`src/rtl/vram_arbiter_pkg.sv`:
```
// -----------------------------------------------------------------------------
// vram_arbiter_pkg
// Shared definitions for the video RAM arbiter: FSM state encoding, the kind
// of access currently in flight, and the default parameter values.
// -----------------------------------------------------------------------------
package vram_arbiter_pkg;

  // Default VRAM address width (2 KB) and video-streak limit.
  localparam int AW_DEF     = 11;
  localparam int STARVE_DEF = 3;

  // Width of the consecutive-video-grant counter (limit range 1..15).
  localparam int STREAK_W   = 4;

  // Arbiter FSM states.
  typedef enum logic [1:0] {
    IDLE    = 2'd0,
    ISSUE   = 2'd1,
    CAPTURE = 2'd2
  } state_t;

  // Owner and direction of the access currently occupying the RAM slot.
  typedef enum logic [1:0] {
    ACC_VID    = 2'd0,
    ACC_CPU_RD = 2'd1,
    ACC_CPU_WR = 2'd2
  } acc_t;

endpackage

```
`src/rtl/vram_arbiter.sv`:
```
// -----------------------------------------------------------------------------
// vram_arbiter
// Shares one single-port synchronous video RAM between the video fetch engine
// and the Z80 main CPU. Video has priority, but after STARVE consecutive video
// grants with a CPU access waiting, the CPU gets the next slot. The CPU is held
// in WAIT until its single access for the current bus cycle has completed.
//
// Ports
//   MCLK, RESET          master clock; asynchronous active-high reset
//   CPURD, CPUWE         CPU read / write strobes (held until the bus cycle ends)
//   CPUAD, CPUWD         CPU address / write data
//   CPUWAIT              high while the CPU access is still outstanding
//   VIDDV, VIDRD         CPU read data valid / registered CPU read data
//   VREQ, VAD            video fetch request (level) / fetch address
//   VACK                 one-cycle pulse: request accepted, VAD latched
//   VDV, VRD             one-cycle pulse: video data valid / registered data
//   RAD, RWE, RWD        registered RAM address / write enable / write data
//   RRD                  RAM read data, valid one edge after RAD is sampled
// -----------------------------------------------------------------------------
module vram_arbiter
  import vram_arbiter_pkg::*;
#(
  parameter int AW     = AW_DEF,
  parameter int STARVE = STARVE_DEF
) (
  input  logic          MCLK,
  input  logic          RESET,
  input  logic          CPURD,
  input  logic          CPUWE,
  input  logic [AW-1:0] CPUAD,
  input  logic [7:0]    CPUWD,
  output logic          CPUWAIT,
  output logic          VIDDV,
  output logic [7:0]    VIDRD,
  input  logic          VREQ,
  input  logic [AW-1:0] VAD,
  output logic          VACK,
  output logic          VDV,
  output logic [7:0]    VRD,
  output logic [AW-1:0] RAD,
  output logic          RWE,
  output logic [7:0]    RWD,
  input  logic [7:0]    RRD
);

  localparam logic [STREAK_W-1:0] STARVE_L = STREAK_W'(STARVE);

  state_t              state;
  acc_t                acc;
  logic                cpu_done;
  logic [STREAK_W-1:0] streak;

  logic cpu_pend;
  logic starved;
  logic cpu_grant;
  logic vid_grant;

  // A CPU access is pending until it has been serviced once in this bus
  // cycle; cpu_done stays set while the strobe is held so the same strobe
  // never triggers a second RAM access.
  // NOTE: these are pure combinational functions of inputs and flops written
  // as continuous assigns, so there is no path that can leave one unassigned.
  assign cpu_pend  = (CPURD | CPUWE) & ~cpu_done;
  assign starved   = (streak == STARVE_L);
  assign cpu_grant = (state == IDLE) & cpu_pend & (~VREQ | starved);
  assign vid_grant = (state == IDLE) & ~cpu_grant & VREQ;

  assign CPUWAIT = cpu_pend;
  assign VIDDV   = CPURD & cpu_done;

  always_ff @(posedge MCLK or posedge RESET) begin
    if (RESET) begin
      state    <= IDLE;
      acc      <= ACC_VID;
      cpu_done <= 1'b0;
      streak   <= '0;
      RAD      <= '0;
      RWE      <= 1'b0;
      RWD      <= '0;
      VRD      <= '0;
      VDV      <= 1'b0;
      VIDRD    <= '0;
      VACK     <= 1'b0;
    end else begin
      // NOTE: every register here uses non-blocking assignment; the pulse
      // outputs default low first and are raised only in the state that owns
      // them, so a later assignment in the same edge overrides the default.
      VACK <= 1'b0;
      VDV  <= 1'b0;
      RWE  <= 1'b0;

      // End of the CPU bus cycle re-arms the one-access-per-strobe guard.
      if (!CPURD && !CPUWE) begin
        cpu_done <= 1'b0;
      end

      // Count video grants that overtook a waiting CPU access.
      if (!cpu_pend || cpu_grant) begin
        streak <= '0;
      end else if (vid_grant && !starved) begin
        streak <= streak + 4'd1;
      end

      case (state)
        IDLE: begin
          if (cpu_grant) begin
            RAD   <= CPUAD;
            state <= ISSUE;
            // A simultaneous read and write strobe is serviced as a write.
            if (CPUWE) begin
              RWD <= CPUWD;
              RWE <= 1'b1;
              acc <= ACC_CPU_WR;
            end else begin
              acc <= ACC_CPU_RD;
            end
          end else if (vid_grant) begin
            RAD   <= VAD;
            VACK  <= 1'b1;
            acc   <= ACC_VID;
            state <= ISSUE;
          end
        end

        ISSUE: begin
          // Writes finish once the RAM has sampled RWE; reads wait for RRD.
          if (acc == ACC_CPU_WR) begin
            cpu_done <= 1'b1;
            state    <= IDLE;
          end else begin
            state <= CAPTURE;
          end
        end

        CAPTURE: begin
          if (acc == ACC_VID) begin
            VRD <= RRD;
            VDV <= 1'b1;
          end else begin
            VIDRD    <= RRD;
            cpu_done <= 1'b1;
          end
          state <= IDLE;
        end

        default: state <= IDLE;
      endcase
    end
  end

endmodule

```
`config.mk`:
```
export PLATFORM = sky130hd
export DESIGN_NAME = vram_arbiter
export DESIGN_NICKNAME = d
export VERILOG_FILES = /design/src/rtl/vram_arbiter_pkg.sv /design/src/rtl/vram_arbiter.sv
export SDC_FILE = /design/constraint.sdc
export NUM_CORES = 1
export LEC_CHECK = 0
export CAP_MARGIN = 15
export CORE_AREA = 2 2 97 62
export CTS_CLUSTER_DIAMETER = 60
export DETAILED_ROUTE_END_ITERATION = 8
export DIE_AREA = 0 0 99 64
export GPL_TIMING_DRIVEN = 0
export PLACE_DENSITY = 0.78
export SKIP_LAST_GASP = 1
export SYNTH_ARGS = -nofsm -noshare
export SYNTH_HDL_FRONTEND = slang
export SYNTH_SLANG_ARGS = --single-unit
```
`constraint.sdc`:
```
create_clock -name MCLK -period 2 [get_ports MCLK]
set_input_delay 0.4 -clock MCLK [delete_from_list [all_inputs] [get_ports MCLK]]
set_output_delay 0.4 -clock MCLK [all_outputs]
set_load 0.005 [all_outputs]
```
==> flow_summary.yaml <==
timing:
  tightest_slew_ns: 0.718
  finalClockSkew_ns: 0.00309
  finalHoldViolCount: 0
  fin_ws_ns: 0.0622
  setup_viol_count_final: 0
  final.period_utilization_pct: 96.9
  relSlewSlack_pct: 51.8
  rsz0062_at_grt: "yes"
  finalCriticalPeriod_ns: 1.94
  slew_violations: 0
  fmax_mhz: 516
  fin_setup_tns_ns: 0
power:
  power_leakage_uw: 0.00130
  clkPwrFrac_pct: 16.5
  power_frac_seq_pct: 37.8
  swShare_pct: 29.5
  ir_drop_mv: 0.623
  switchingPower_uw: 1270
  total_power_uw: 4320
  p_per_area_nw_per_um2: 1370
  comb_power_share_pct: 45.7
  p_int_uw: 3040
grt:
  grt_max_degree: 33
  antenna_found_initial: 0
  grt_pass1_vias: 1596
  grt-ovfl-total: 0
  track_usage_pct: 15.3
  grt_pass1_wl_um: 7640
routing:
  firstDrtPassIters: 4
  wl_met3_um: 373
  drt_iter0_markers: 106
  routed_wl_um: 4870
  drc: 0
  via_per_inst: 5.10
  dr_wl_met2_um: 2140
  wl_per_cell_um: 15.1
  drtAntennaViolNets: 0
  wl_met1_um: 2320
  highest_layer: "met4"
  vias: 1648
clock_tree:
  root_buffer: "clkbuf_8"
  cts_tree: "yes"
  clockBufferDepth: 2
  clk_pin_slew_ns: 0.08
  htreeDepth: 2
  numClockSinks: 47
  cts_buffers: 5
  clk_latency_ns: 0.29
  postCtsHoldBufs: 0
outcome:
  status: "finished, final reports clean"
setup_path:
  end_kind: "flip-flop"
  critPathKind: "flip-flop to flip-flop"
  start_kind: "flip-flop"
  worstReg2RegStart: "streak[0]"
  worst_ep_required_time_ns: 2.18
  worst_ep_arrival_time_ns: 2.12
  cp-startpoint: "streak[0]"
  critical_path.max_fanout: 7
floorplanning:
  start_util_pct: 38.0
  die_y_um: 64
  num_io_pins: 83
  placementRows: 21
  die_area_um2: 6340
  core-area_um2: 5390
  dieWidth_um: 99
layout:
  finalInstanceArea_um2: 3150
  final_util_pct: 58.5
  layout-drive-gt1-share_pct: 18.9
  n_fill_cell: 463
  area_growth_syn_to_layout_pct: 53.8
  fin_nets: 300
  layout_commonest_cell: "clkdlybuf4s50_1"
  final_cell_mix: "80 x clkdlybuf4s50_1, 47 x dfrtp_1, 24 x mux2_2"
  diodes: 0
synthesis:
  synthDistinctLibCells: 31
  ys_warn_count: 0
  ys_seq_elements: 47
  ys_seq_area_share_pct: 57.4
  avgSynthCellArea_um2: 12.6
  syn-num-nets: 209
  netlist_instances: 162
  syn_area_um2: 2050
place:
  place.gp.congestion: 0.819
  hpwl_um: 3620
  port_buffers: 82
  post-place-ws_ns: -0.473
  place_area_um2: 2980
job:
  maxCapViolCount: 0
hold_path:
  hp-class: "primary input to async pin"
==> sequential cells by signal, summed over array words and instances, names as in the netlist, 2 cells and up <==
name    cells
RAD        11
RWD         8
VIDRD       8
VRD         8
acc         2
state       2
streak      4
==> synth_stat cells, drive strengths merged <==
master	instances	area, um2
mux2	24	270
a221o	11	110
nand4b	2	17.5
nor4	1	6.26
nor3b	1	7.51
mux2i	1	10.0
dfrtp	47	1180
inv	6	22.5
a2111oi	1	8.76
or3b	1	8.76
a2bb2oi	1	8.76
o21a	1	7.51
a211oi	12	103
a21o	2	15.0
buf	3	20.0
ha	4	50.1
nor2b	2	12.5
nand4	1	6.26
nand3	1	5.00
o21bai	2	18.8
nand2	16	60.1
o21ai	7	35.0
nor3	1	5.00
a21oi	5	25.0
and2	2	12.5
clkbuf	7	26.3
==> power by group through the flow <==
stage / registers [uW] / logic (uW) / clock network (uW)
floorplan: 1650 / 867 / 0
global route: 1690 / 2140 / 778
finish: 1630 / 1970 / 713
detailed placement: 1650 / 1950 / 0
global placement: 1620 / 1900 / 0
CTS: 1630 / 1970 / 736
==> what timing repair did <==
action	CTS	global route
buffers inserted	3	0
pin swaps	2	1
endpoints found under the hold margin	0	0
setup endpoints to repair	21	22
resized for setup	2	15
gates cloned	0	0
==> layout make-up <==
type / instances / area [um2] / share of cell area, %
plain buffers: 8 / 41.3 / 1.31
clock buffers: 6 / 82.6 / 2.62
clock inverters: 2 / 35.0 / 1.11
inverters: 6 / 22.5 / 0.715
multi-input cells: 99 / 835 / 26.5
flip-flops and latches: 47 / 1180 / 37.3
well taps: 69 / 86.3 / 2.74
repair buffers: 86 / 872 / 27.7
==> stage by stage <==
step | hold slack, ns | instances
after CTS | 0.392 | 324
after floorplan | 0.504 | 162
final | 0.385 | 323
after global routing | 0.414 | 323
after global placement | 0.487 | 313
after detailed placement | 0.495 | 314
==> critical path: stages (launching register included) <==
cell      delay (ns)
dfrtp_1         0.44
ha_4            0.16
or3b_1          0.35
buf_6           0.14
a211oi_4        0.24
buf_6           0.16
mux2_2          0.33
==> per-layer routing <==
layer	global-route usage, %	up-vias
met1	21.7	803
met3	5.47	4
met2	22.0	60
met4	4.62	0
met5	0	-
li1	-	781
==> cells by family (layout without fill, tap and decap cells) <==
family	Yosys count	in the layout	share of synthesized area, %
adder cells (fa/ha/maj)	4	4	2.44
buffers and inverters	16	108	3.36
multiplexers	25	25	13.7
AO/OA/AOI/OAI	42	42	16.2
AND/OR/NAND/NOR	28	28	6.90
flip-flops	47	47	57.4
==> worst paths after layout <==
check                           cells after the start  slack (ns)  endpoint
worst min register to register                      1        0.51    RWD[6]
max in group asynchronous                           3        1.13  state[0]
worst max-delay path                                6        0.06    RWD[0]
min in group MCLK                                   1        0.51    RWD[6]
worst min-delay path                                2        0.38       VDV
worst max register to register                      6        0.06    RWD[0]
No activity file was read; power rests on OpenSTA's default activity.
